$ cat src/rtl/i2c_target_pkg.sv
// Shared types and constants for the I2C EEPROM-emulating target.
package i2c_target_pkg;

  typedef enum logic [3:0] {
    StIdle,
    StCtrl,
    StAckCtrl,
    StAhi,
    StAckAhi,
    StAlo,
    StAckAlo,
    StWdata,
    StAckW,
    StRdata,
    StRack
  } state_e;

  localparam logic        AckBit  = 1'b0;
  localparam logic        NackBit = 1'b1;
  localparam int unsigned BitCntW = 3;

endpackage

$ cat src/rtl/i2c_line_sync.sv
// Synchronises the SCL/SDA pads and derives SCL edge and START/STOP condition pulses.
module i2c_line_sync (
  input  logic clk,
  input  logic rst,
  input  logic scl_i,
  input  logic sda_i,
  output logic sda_o,
  output logic scl_rise_o,
  output logic scl_fall_o,
  output logic start_o,
  output logic stop_o
);

  // [0] metastable stage, [1] synced value, [2] previous synced value
  logic [2:0] scl_pipe_q, scl_pipe_d;
  logic [2:0] sda_pipe_q, sda_pipe_d;

  always_comb begin
    scl_pipe_d = {scl_pipe_q[1:0], scl_i};
    sda_pipe_d = {sda_pipe_q[1:0], sda_i};
  end

  // Reset to the idle-bus level so no spurious edge is seen after reset.
  always_ff @(posedge clk or posedge rst) begin
    if (rst) begin
      scl_pipe_q <= 3'b111;
      sda_pipe_q <= 3'b111;
    end else begin
      scl_pipe_q <= scl_pipe_d;
      sda_pipe_q <= sda_pipe_d;
    end
  end

  always_comb begin
    sda_o      = sda_pipe_q[1];
    scl_rise_o = scl_pipe_q[1] & ~scl_pipe_q[2];
    scl_fall_o = ~scl_pipe_q[1] & scl_pipe_q[2];
    start_o    = scl_pipe_q[1] & scl_pipe_q[2] & sda_pipe_q[2] & ~sda_pipe_q[1];
    stop_o     = scl_pipe_q[1] & scl_pipe_q[2] & ~sda_pipe_q[2] & sda_pipe_q[1];
  end

endmodule

$ cat src/rtl/i2c_eeprom_target.sv
// I2C target emulating a small 24C32-style EEPROM with 16-bit word addressing.
module i2c_eeprom_target
  import i2c_target_pkg::*;
#(
  parameter logic [6:0]         DEV_ADDR = 7'h50,
  parameter int unsigned        DEPTH    = 16,
  parameter logic [DEPTH*8-1:0] INIT     = '0
) (
  input  logic clk,
  input  logic rst,
  input  logic scl_i,
  input  logic sda_i,
  output logic sda_o,
  output logic sda_oe,
  output logic busy,
  output logic wr_pulse
);

  localparam int unsigned AW = $clog2(DEPTH);

  logic sda_s, scl_rise, scl_fall, start, stop;

  i2c_line_sync u_line_sync (
    .clk        (clk),
    .rst        (rst),
    .scl_i      (scl_i),
    .sda_i      (sda_i),
    .sda_o      (sda_s),
    .scl_rise_o (scl_rise),
    .scl_fall_o (scl_fall),
    .start_o    (start),
    .stop_o     (stop)
  );

  state_e               state_q, state_d;
  logic [BitCntW-1:0]   cnt_q, cnt_d;
  logic [7:0]           shift_q, shift_d;
  logic [AW-1:0]        ptr_q, ptr_d;
  logic                 sda_oe_q, sda_oe_d;
  logic                 busy_q, busy_d;
  logic                 wr_pulse_q, wr_pulse_d;
  logic                 rack_ok_q, rack_ok_d;
  logic [7:0]           mem_q [DEPTH];
  logic [7:0]           mem_d [DEPTH];
  logic                 we;
  logic [7:0]           rx_byte, rd_byte;

  assign rx_byte = {shift_q[6:0], sda_s};
  assign rd_byte = mem_q[ptr_q];

  always_comb begin
    state_d    = state_q;
    cnt_d      = cnt_q;
    shift_d    = shift_q;
    ptr_d      = ptr_q;
    sda_oe_d   = sda_oe_q;
    busy_d     = busy_q;
    wr_pulse_d = 1'b0;
    rack_ok_d  = rack_ok_q;
    we         = 1'b0;
    if (stop) begin
      state_d  = StIdle;
      cnt_d    = '0;
      sda_oe_d = 1'b0;
      busy_d   = 1'b0;
    end else if (start) begin
      state_d  = StCtrl;
      cnt_d    = '0;
      sda_oe_d = 1'b0;
    end else begin
      case (state_q)
        StCtrl, StAhi, StAlo, StWdata: begin
          if (scl_rise) begin
            shift_d = rx_byte;
            cnt_d   = cnt_q + BitCntW'(1);
            if (cnt_q == BitCntW'(7)) begin
              case (state_q)
                StCtrl: begin
                  if (rx_byte[7:1] == DEV_ADDR) begin
                    state_d = StAckCtrl;
                    busy_d  = 1'b1;
                  end else begin
                    state_d = StIdle;
                    busy_d  = 1'b0;
                  end
                end
                StAhi: state_d = StAckAhi;
                StAlo: begin
                  ptr_d   = rx_byte[AW-1:0];
                  state_d = StAckAlo;
                end
                default: begin
                  we         = 1'b1;
                  wr_pulse_d = 1'b1;
                  ptr_d      = ptr_q + AW'(1);
                  state_d    = StAckW;
                end
              endcase
            end
          end
        end
        // First SCL fall after the byte starts the ACK, the next one ends it.
        StAckCtrl, StAckAhi, StAckAlo, StAckW: begin
          if (scl_fall) begin
            if (!sda_oe_q) begin
              sda_oe_d = 1'b1;
            end else begin
              sda_oe_d = 1'b0;
              cnt_d    = '0;
              case (state_q)
                StAckCtrl: begin
                  if (shift_q[0]) begin
                    state_d  = StRdata;
                    sda_oe_d = ~rd_byte[7];
                  end else begin
                    state_d = StAhi;
                  end
                end
                StAckAhi: state_d = StAlo;
                default:  state_d = StWdata;
              endcase
            end
          end
        end
        StRdata: begin
          if (scl_fall) begin
            cnt_d = cnt_q + BitCntW'(1);
            if (cnt_q == BitCntW'(7)) begin
              sda_oe_d  = 1'b0;
              ptr_d     = ptr_q + AW'(1);
              rack_ok_d = 1'b0;
              state_d   = StRack;
            end else begin
              sda_oe_d = ~rd_byte[3'd6 - cnt_q];
            end
          end
        end
        StRack: begin
          if (scl_rise) begin
            if (sda_s == NackBit) begin
              state_d = StIdle;
            end else begin
              rack_ok_d = 1'b1;
            end
          end else if (scl_fall && rack_ok_q) begin
            rack_ok_d = 1'b0;
            cnt_d     = '0;
            sda_oe_d  = ~rd_byte[7];
            state_d   = StRdata;
          end
        end
        default: ;
      endcase
    end
  end

  always_comb begin
    mem_d = mem_q;
    if (we) mem_d[ptr_q] = rx_byte;
  end

  always_ff @(posedge clk or posedge rst) begin
    if (rst) begin
      state_q    <= StIdle;
      cnt_q      <= '0;
      shift_q    <= '0;
      ptr_q      <= '0;
      sda_oe_q   <= 1'b0;
      busy_q     <= 1'b0;
      wr_pulse_q <= 1'b0;
      rack_ok_q  <= 1'b0;
      for (int unsigned i = 0; i < DEPTH; i++) mem_q[i] <= INIT[8*i +: 8];
    end else begin
      state_q    <= state_d;
      cnt_q      <= cnt_d;
      shift_q    <= shift_d;
      ptr_q      <= ptr_d;
      sda_oe_q   <= sda_oe_d;
      busy_q     <= busy_d;
      wr_pulse_q <= wr_pulse_d;
      rack_ok_q  <= rack_ok_d;
      mem_q      <= mem_d;
    end
  end

  assign sda_o    = 1'b0;
  assign sda_oe   = sda_oe_q;
  assign busy     = busy_q;
  assign wr_pulse = wr_pulse_q;

endmodule
$ cat config.mk
export PLATFORM = sky130hd
export DESIGN_NAME = i2c_eeprom_target
export DESIGN_NICKNAME = d
export VERILOG_FILES = /design/src/rtl/i2c_target_pkg.sv /design/src/rtl/i2c_line_sync.sv /design/src/rtl/i2c_eeprom_target.sv
export SDC_FILE = /design/constraint.sdc
export NUM_CORES = 1
export LEC_CHECK = 0
export BUFFER_PORTS_ARGS = -buffer_cell sky130_fd_sc_hd__buf_2
export CAP_MARGIN = 20
export CORE_MARGIN = 2
export CORE_UTILIZATION = 57
export DETAILED_ROUTE_END_ITERATION = 8
export GPL_TIMING_DRIVEN = 0
export HOLD_SLACK_MARGIN = 0.15
export PLACE_DENSITY = 0.76
export SYNTH_ARGS = -nofsm -noshare
export SYNTH_HDL_FRONTEND = slang
export SYNTH_SLANG_ARGS = --single-unit
export TNS_END_PERCENT = 100
$ cat constraint.sdc
create_clock -name clk -period 5.3 [get_ports clk]
set_input_delay 1.06 -clock clk [delete_from_list [all_inputs] [get_ports clk]]
set_output_delay 1.06 -clock clk [all_outputs]
set_load 0.05 [all_outputs]
==> flow_metrics.env, run 1 <==
export IMPL_crit_fanout=11
export IMPL_cts_made_buffers=17
export IMPL_syn_to_final_growth_pct=12.4
export IMPL_cts_tree="yes"
export IMPL_fin_util_pct=65.8
export IMPL_layout_setup_ws_ns=2.52
export IMPL_outcome="complete, no violations"
export IMPL_seq_area_frac_synth_pct=50.2
export IMPL_fp_row_count=42
export IMPL_fin_crit_sh_pct=52.4
export IMPL_cp_start_kind="flip-flop"
export IMPL_critPathRequiredTime_ns=5.61
export IMPL_worst_pin_slew_ns=0.699
export IMPL_grt_pass1_wl_um=31200
export IMPL_cts_resized=0
export IMPL_hold_violations=0
export IMPL_dp_hpwl_um=12500
export IMPL_cts_root_buffer="clkbuf_16"
export IMPL_whs_endpoint="u_line_sync.sda_pipe_q[1]"
export IMPL_r2r_start="ptr_q[0]"
export IMPL_reg2reg_depth=7
export IMPL_relSlewSlack_pct=53.2
export IMPL_hp_class="reg2reg"
export IMPL_track_usage_pct=28.8
export IMPL_h_tree_depth=4
export IMPL_worstHoldStart="u_line_sync.sda_pipe_q[0]"
export IMPL_ys_flop_type="dfrtp_1"
export IMPL_drc=0
export IMPL_vias=5268
export IMPL_maxCapViolCount=0
export IMPL_synth_fp_nets=605
export IMPL_total_power_mw=3.38
export IMPL_synth_cell_types=60
export IMPL_cts_post_setup_buffers_inserted=0
export IMPL_clk_pin_slew_ns=0.06
export IMPL_fin_skew_ns=0.00719
export IMPL_final_setup_tns_ns=0
export IMPL_fin_crit_ns=2.78
export IMPL_r2r_slack_ns=2.52
export IMPL_drv_slew=0
export IMPL_synth_edff_count=0
export IMPL_routed_wl_um=19100
export IMPL_place_ws_ns=2.55
export IMPL_powerDensity_nw_per_um2=386
export IMPL_async_flop_share_pct=100
export IMPL_dr_first_iter_drc_count=614
export IMPL_p_leak_nw=3.98
export IMPL_grt_max_degree=83
export IMPL_layout_nets=631
export IMPL_min_path_cells=0
export IMPL_dieWidth_um=121
export IMPL_insertedDiodeCount=0
export IMPL_die_h_um=121
export IMPL_cp_cell_sequence="buf_2, clkbuf_1, inv_2, ha_1, nand2_4, nor3_4, mux2_2"
export IMPL_max_stage_delay_ns=0.55
export IMPL_viasPerCell=6.50
export IMPL_clockBufferDepth=2
export IMPL_die_area_sq_um=14600
export IMPL_syn_inst=595
export IMPL_hold_buffers=0
export IMPL_core_area_sq_um=13300
export IMPL_overflow=0
export IMPL_grt_pass1_vias=5339
export IMPL_path_buf_inv=3
export IMPL_ys_ff_latch=156
export IMPL_crit_slowest_cell="nor3_4"
export IMPL_fmax_mhz=360
export IMPL_grt_setup_unrepaired="false"
export IMPL_endpoint_kind="flip-flop"
export IMPL_drive_gt1_share_pct=39.9
export IMPL_crit_arrival_ns=3.09
export IMPL_numClockSinks=156
export IMPL_ys_warn_count=0
export IMPL_wl_per_cell_um=23.6
export IMPL_start_util_pct=58.6
export IMPL_place_congestion=0.966
export IMPL_avgSynthCellArea_sq_um=13.1
export IMPL_rr_endpoint="mem_q[122]"
export IMPL_setup_viol=0
export IMPL_path_class="reg2reg"
export IMPL_port_buffer_count=6
export IMPL_critPathTopFamily="buffers and inverters"
export IMPL_ir_drop_uv=198
export IMPL_ioPinCount=8
export IMPL_clk_latency_ns=0.43
export IMPL_synth_area_sq_um=7790
export IMPL_firstDrtPassIters=6
export IMPL_antenna_found_initial=0
export IMPL_ant_nets=0
## cells by family (layout without fill, tap and decap cells)
group	Yosys count	after routing	share of synthesized area (%)
muxes	175	175	29.3
DFF	156	156	50.2
and+or+nand+nor	124	124	9.83
AOI/OAI and AO/OA	79	79	6.57
buffers and inverters	53	92	2.94
adders and majority gates	6	6	0.964
other	1	1	0.0482
xor gates and xnor gates	1	1	0.112
## cells in the mapped netlist (all sizes together), types with 6 or more instances
cell type,n,area (sq um)
a31oi,6,37.5
clkbuf,22,82.6
dfstp,6,158
mux2,144,1620
o22ai,7,43.8
dfrtp,150,3750
nor2b,6,37.5
nor2,31,191
nand2b,6,37.5
ha,6,75.1
o21ai,14,70.1
nand2,32,150
buf,22,113
inv,9,33.8
nand3,11,55.1
a21oi,20,100
mux4,28,631
nor3,10,95.1
## through the flow
stage / instance area [sq um] / cells / hold WS [ns]
after global placement: 8040 / 777 / 0.345
after floorplan: 7790 / 595 / 0.345
after CTS: 8750 / 810 / 0.358
final: 8750 / 810 / 0.359
after detailed placement: 8070 / 778 / 0.350
after global routing: 8750 / 810 / 0.361
## report_power, final
group	internal, mW	switching [mW]	leakage, nW
logic	0.233	0.470	1.51
clock network	0.898	0.496	0.327
registers	1.24	0.0423	2.14
total	2.37	1.01	3.98
## sequential cells by signal, summed over array words and instances, names as in the netlist
signal / count
ptr_q: 4
sda_oe: 1
wr_pulse: 1
rack_ok_q: 1
shift_q: 7
busy: 1
cnt_q: 3
mem_q: 128
u_line_sync.sda_pipe_q: 3
state_q: 4
u_line_sync.scl_pipe_q: 3
## how the worst max path moves through the flow
stage | slack [ns] | depth (start not counted) | to | startpoint
6_report | 2.52 | 7 | mem_q[122] | ptr_q[0]
5_1_grt | 2.39 | 7 | mem_q[122] | ptr_q[0]
4_1_cts | 2.53 | 7 | mem_q[93] | ptr_q[0]
3_5_place_dp | 2.55 | 7 | mem_q[93] | ptr_q[0]
3_3_place_gp | -1.35 | 2 | mem_q[55] | rst
2_1_floorplan | 0.04 | 1 | busy | rst
## cell type report
type                    count  area [sq um]
fillers                   960          4550
flip-flops and latches    156          3910
multi-input cells         386          3650
clock buffers              18           439
clock inverters            14           240
well taps                 176           220
plain buffers              44           195
repair buffers              7          57.6
inverters                   9          38.8
## routing by layer
layer / track usage (%) / vias to the layer above / routed length [um]
li1: - / 2259 / -
met2: 44.9 / 254 / 9110
met4: 11.7 / 0 / 645
met3: 6.53 / 57 / 1380
met5: 0 / - / 0
met1: 39.5 / 2698 / 7960
## placed cells by master, fill, tap and decap left out, types with 7 or more instances in the layout
master / instances
clkbuf_16: 17
mux4_2: 28
mux2_2: 143
clkbuf_1: 22
o22ai_1: 7
inv_1: 7
nor2_1: 19
buf_1: 8
nor2_4: 9
nand2_1: 28
a21oi_1: 20
dfrtp_1: 150
o21ai_0: 14
buf_2: 15
nand3_1: 11
(Power assumes the default switching activity.)
==> run 2, diff against run 1 <==
--- a/config.mk
+++ b/config.mk
@@ -8,11 +8,11 @@
 export BUFFER_PORTS_ARGS = -buffer_cell sky130_fd_sc_hd__buf_2
 export CAP_MARGIN = 20
 export CORE_MARGIN = 2
-export CORE_UTILIZATION = 57
+export CORE_UTILIZATION = 63
 export DETAILED_ROUTE_END_ITERATION = 8
 export GPL_TIMING_DRIVEN = 0
 export HOLD_SLACK_MARGIN = 0.15
-export PLACE_DENSITY = 0.76
+export PLACE_DENSITY = 0.79
 export SYNTH_ARGS = -nofsm -noshare
 export SYNTH_HDL_FRONTEND = slang
 export SYNTH_SLANG_ARGS = --single-unit
==> constraint.sdc (replaced) <==
create_clock -name clk -period 2.58 [get_ports clk]
set_input_delay 0.516 -clock clk [delete_from_list [all_inputs] [get_ports clk]]
set_output_delay 0.516 -clock clk [all_outputs]
set_load 0.05 [all_outputs]
==> flow_metrics.env, run 2 (synthesis gave the netlist of run 1 again) <==
export IMPL_clk_pin_slew_ns=0.07
export IMPL_power_frac_seq_pct=40.0
export IMPL_core_area_sq_um=12100
export IMPL_internal_power_mw=4.50
export IMPL_p_sw_mw=2.12
export IMPL_routed_wl_um=19400
export IMPL_cp_start_kind="flip-flop"
export IMPL_worst_pin_slew_ns=0.792
export IMPL_h_tree_depth=4
export IMPL_fin_util_pct=73.6
export IMPL_setup_viol=0
export IMPL_place_congestion=0.923
export IMPL_max_stage_delay_ns=0.46
export IMPL_drive_gt1_share_pct=41.9
export IMPL_reg2reg_depth=8
export IMPL_p_leak_nw=4.04
export IMPL_crit_fanout=10
export IMPL_stdcell_area_sq_um=8880
export IMPL_r2r_start="ptr_q[1]"
export IMPL_fin_crit_ns=2.52
export IMPL_start_util_pct=64.6
export IMPL_drc=0
export IMPL_hp_class="in2reg"
export IMPL_reg_top3="mem_q (128), shift_q (7)"
export IMPL_hold_buffers=0
export IMPL_ir_drop_uv=566
export IMPL_firstDrtPassIters=7
export IMPL_relSlewSlack_pct=47.1
export IMPL_vias=5295
export IMPL_grt_pass1_vias=5365
export IMPL_syn_to_final_growth_pct=14.0
export IMPL_port_buffer_count=6
export IMPL_numClockSinks=156
export IMPL_endpoint_kind="flip-flop"
export IMPL_final_setup_tns_ns=0
export IMPL_crit_arrival_ns=2.85
export IMPL_fmax_mhz=397
export IMPL_final_common_cell="dfrtp_1"
export IMPL_dr_first_iter_drc_count=458
export IMPL_largest_reg_flops=128
export IMPL_total_power_mw=6.63
export IMPL_r2r_slack_ns=0.06
export IMPL_cts_root_buffer="clkbuf_16"
export IMPL_clockPowerShare_pct=38.4
export IMPL_track_usage_pct=31.9
export IMPL_hold_violations=0
export IMPL_dpl_cell_area_sq_um=8090
export IMPL_fin_crit_sh_pct=97.7
export IMPL_die_h_um=115
export IMPL_fp_row_count=40
export IMPL_overflow=0
export IMPL_drv_slew=0
export IMPL_switching_share_pct=32.0
export IMPL_path_buf_inv=2
export IMPL_whs_endpoint="u_line_sync.sda_pipe_q[0]"
export IMPL_clk_latency_ns=0.43
export IMPL_regMostFlops="mem_q"
export IMPL_clockBufferDepth=2
export IMPL_wl_per_cell_um=23.8
export IMPL_crit_slowest_cell="dfrtp_1"
export IMPL_antenna_found_initial=0
export IMPL_layout_nets=644
export IMPL_grt_pass1_wl_um=31000
export IMPL_maxCapViolCount=0
export IMPL_finalNonFillerCells=815
export IMPL_critPathTopFamily="compound AO/OA/AOI/OAI gates"
export IMPL_fin_skew_ns=0.00904
export IMPL_dp_hpwl_um=12700
export IMPL_insertedDiodeCount=0
export IMPL_crit_top_cell="o31ai_1"
export IMPL_worstHoldStart="sda_i"
export IMPL_cp_cell_sequence="buf_4, buf_2, nand2_1, o22ai_2, o21ai_0, a32oi_1, o31ai_1, o31ai_1"
export IMPL_place_inst=772
export IMPL_ioPinCount=8
export IMPL_min_path_cells=1
export IMPL_cts_tree="yes"
export IMPL_rr_endpoint="sda_oe"
export IMPL_powerDensity_nw_per_um2=746
export IMPL_path_class="reg2reg"
export IMPL_grt_max_degree=46
export IMPL_die_area_sq_um=13300
export IMPL_cts_made_buffers=17
export IMPL_viasPerCell=6.50
export IMPL_outcome="complete, no violations"
export IMPL_mostFrequentLayoutCells="dfrtp_1, mux2_2, nand2_1, mux4_2"
export IMPL_dieWidth_um=115
export IMPL_critPathRequiredTime_ns=2.91
export IMPL_ant_nets=0
export IMPL_combPwrFrac_pct=21.7
## run 2: worst reg2reg max path, cell delays in order (launching register included)
cell,delay (ns)
dfrtp_1,0.46
buf_4,0.28
buf_2,0.32
nand2_1,0.28
o22ai_2,0.29
o21ai_0,0.16
a32oi_1,0.24
o31ai_1,0.12
o31ai_1,0.26
## run 2: repair_timing
action,CTS,global route
setup buffers,6,6
resized for setup,6,5
pin swaps,3,5
endpoints found under the setup margin,49,54
## run 2: worst max-delay path by stage
| stage | startpoint | endpoint | slack (ns) | depth (start not counted) |
|---|---|---|---|---|
| after floorplan | rst | busy | 0.1 | 1 |
| after global placement | rst | mem_q[55] | -0.70 | 2 |
| after detailed placement | ptr_q[0] | mem_q[88] | -0.07 | 7 |
| after CTS | u_line_sync.scl_pipe_q[2] | mem_q[119] | 0.02 | 9 |
| after global routing | ptr_q[1] | sda_oe | -0.004 | 8 |
| final | ptr_q[1] | sda_oe | 0.06 | 8 |
## run 2: area by class of cell
| type | instances | area (sq um) |
|---|---|---|
| plain buffers | 43 | 201 |
| clock buffers | 18 | 439 |
| clock inverters | 14 | 159 |
| fillers | 798 | 3180 |
| inverters | 9 | 40.0 |
| multi-input cells | 386 | 3680 |
| flip-flops and latches | 156 | 3910 |
| well taps | 168 | 210 |
| repair buffers | 21 | 243 |
## run 2: power by group through the flow
stage | clock, mW | sequential, mW | combinational (mW)
floorplan | 0 | 2.67 | 1.02
finish | 2.54 | 2.65 | 1.43
global placement | 0 | 2.67 | 1.34
global route | 2.68 | 2.66 | 1.57
CTS | 2.57 | 2.63 | 1.41
detailed placement | 0 | 2.67 | 1.40
## run 2: metal layers
metal | routed length [um] | vias up | GRT usage (%)
met1 | 8320 | 2739 | 44.0
met2 | 9190 | 219 | 49.2
met3 | 1230 | 51 | 8.12
li1 | - | 2286 | -
met5 | 0 | - | 0
met4 | 641 | 0 | 12.6
## run 2: stage by stage
stage | setup WS (ns) | hold WS, ns
2_1_floorplan | 0.0960 | 0.345
3_3_place_gp | -0.700 | 0.345
3_5_place_dp | -0.0727 | 0.347
4_1_cts | 0.0239 | 0.173
5_1_grt | -0.00398 | 0.178
6_report | 0.0595 | 0.183
==> run 3, diff against run 2 <==
--- a/config.mk
+++ b/config.mk
@@ -7,12 +7,15 @@
 export LEC_CHECK = 0
 export BUFFER_PORTS_ARGS = -buffer_cell sky130_fd_sc_hd__buf_2
 export CAP_MARGIN = 20
+export CELL_PAD_IN_SITES_DETAIL_PLACEMENT = 0
+export CELL_PAD_IN_SITES_GLOBAL_PLACEMENT = 1
 export CORE_MARGIN = 2
-export CORE_UTILIZATION = 63
+export CORE_UTILIZATION = 53
 export DETAILED_ROUTE_END_ITERATION = 8
 export GPL_TIMING_DRIVEN = 0
 export HOLD_SLACK_MARGIN = 0.15
-export PLACE_DENSITY = 0.79
+export PLACE_DENSITY_LB_ADDON = 0.1
+export SETUP_SLACK_MARGIN = 0.05
 export SYNTH_ARGS = -nofsm -noshare
 export SYNTH_HDL_FRONTEND = slang
 export SYNTH_SLANG_ARGS = --single-unit
==> flow_metrics.env, run 3 (synthesis gave the netlist of run 1 again) <==
export IMPL_ioPinCount=8
export IMPL_insertedDiodeCount=0
export IMPL_h_tree_depth=4
export IMPL_final_setup_tns_ns=0
export IMPL_wl_per_cell_um=24.5
export IMPL_dr_first_iter_drc_count=304
export IMPL_ant_nets=0
export IMPL_grt_setup_unrepaired="true"
export IMPL_critPathRequiredTime_ns=2.90
export IMPL_r2r_slack_ns=0.13
export IMPL_endpoint_kind="flip-flop"
export IMPL_regMostFlops="mem_q"
export IMPL_hold_violations=0
export IMPL_viasPerCell=6.29
export IMPL_grt_pass1_wl_um=32300
export IMPL_crit_arrival_ns=2.77
export IMPL_relSlewSlack_pct=44.3
export IMPL_drv_slew=0
export IMPL_dpl_cell_area_sq_um=8110
export IMPL_antenna_found_initial=0
export IMPL_place_inst=788
export IMPL_clk_latency_ns=0.44
export IMPL_core_area_sq_um=14400
export IMPL_syn_to_final_growth_pct=15.9
export IMPL_layout_nets=654
export IMPL_stdcell_area_sq_um=9020
export IMPL_die_h_um=125
export IMPL_hold_buffers=0
export IMPL_port_buffer_count=6
export IMPL_cp_start_kind="flip-flop"
export IMPL_setup_viol=0
export IMPL_cts_tree="yes"
export IMPL_ir_drop_uv=488
export IMPL_start_util_pct=54.0
export IMPL_final_common_cell="dfrtp_1"
export IMPL_powerDensity_nw_per_um2=739
export IMPL_fin_crit_sh_pct=95.0
export IMPL_drc=0
export IMPL_mostFrequentLayoutCells="dfrtp_1, mux2_2, mux4_2"
export IMPL_die_area_sq_um=15700
export IMPL_crit_fanout=11
export IMPL_worstHoldStart="sda_i"
export IMPL_finalNonFillerCells=841
export IMPL_r2r_start="ptr_q[0]"
export IMPL_path_class="reg2reg"
export IMPL_grt_max_degree=43
export IMPL_dieWidth_um=125
export IMPL_dp_hpwl_um=13600
export IMPL_firstDrtPassIters=5
export IMPL_fin_skew_ns=0.0136
export IMPL_maxCapViolCount=0
export IMPL_reg2reg_depth=7
export IMPL_whs_endpoint="u_line_sync.sda_pipe_q[0]"
export IMPL_track_usage_pct=27.6
export IMPL_worst_pin_slew_ns=0.834
export IMPL_routed_wl_um=20600
export IMPL_largest_reg_flops=128
export IMPL_fin_crit_ns=2.45
export IMPL_min_path_cells=1
export IMPL_total_power_mw=6.67
export IMPL_fmax_mhz=408
export IMPL_fp_row_count=44
export IMPL_p_leak_nw=4.10
export IMPL_cts_made_buffers=17
export IMPL_outcome="complete, no violations"
export IMPL_rr_endpoint="mem_q[76]"
export IMPL_place_congestion=0.969
export IMPL_clockBufferDepth=2
export IMPL_reg_top3="mem_q (128), shift_q (7)"
export IMPL_overflow=0
export IMPL_vias=5290
export IMPL_numClockSinks=156
export IMPL_cts_root_buffer="clkbuf_16"
export IMPL_drive_gt1_share_pct=42.6
export IMPL_hp_class="in2reg"
export IMPL_grt_pass1_vias=5371
export IMPL_clk_pin_slew_ns=0.08
## run 3: cell count changes in the layout (fill, tap and decap cells not counted), moves of 2 or more
cell / delta
buf_4: +6
buf_6: +2
buf_12: +3
inv_6: +2
buf_2: -2
clkinv_2: -2
clkinv_4: +2
## run 3: layout make-up
type                    count  area [sq um]
clock buffers              17           425
flip-flops and latches    156          3910
plain buffers              43           210
inverters                   9          37.5
fillers                  1106          5400
multi-input cells         386          3670
clock inverters            15           181
repair buffers             31           359
well taps                 184           230
## run 3: critical path, stage by stage (launching register included)
cell and delay [ns]:
dfrtp_1 0.46, buf_4 0.24, clkbuf_2 0.24, inv_2 0.26, ha_1 0.25, nand2_4 0.11
nor2_4 0.37, mux2_2 0.38
## run 3: stage by stage
step / worst slack, ns / hold WS (ns) / util (%)
2_1_floorplan: 0.0960 / 0.345 / -
3_3_place_gp: -0.747 / 0.346 / 55.8
3_5_place_dp: -0.168 / 0.350 / 56.2
4_1_cts: 0.0641 / 0.160 / 62.1
5_1_grt: 0.0299 / 0.166 / 62.6
6_report: 0.130 / 0.182 / 62.6
## run 3: where the power goes
group | internal (mW) | leakage (nW) | switching, mW
registers | 2.55 | 2.14 | 0.110
clock network | 1.46 | 0.295 | 1.14
logic | 0.483 | 1.66 | 0.922
## run 3: timing repair
item / in CTS / in global routing
setup endpoints to repair: 103 / 120
setup buffers: 19 / 3
resized for setup: 5 / 9
pin swaps: 9 / 2
## run 3: layer usage
metal  global-route usage [%]  part of all wire [%]  up-vias
met5                        0                     0        -
li1                         -                     -     2309
met3                     5.86                   5.2       37
met4                     9.28                   2.5        0
met2                     43.7                    48      181
met1                     38.5                    45     2763
## run 3: worst max path at each step
stage | startpoint | end | slack [ns] | cells after the start
3_3_place_gp | rst | mem_q[55] | -0.75 | 2
3_5_place_dp | ptr_q[0] | mem_q[90] | -0.17 | 7
5_1_grt | state_q[1] | state_q[0] | 0.03 | 8
4_1_cts | state_q[2] | state_q[0] | 0.06 | 8
6_report | ptr_q[0] | mem_q[76] | 0.13 | 7
2_1_floorplan | rst | busy | 0.1 | 1
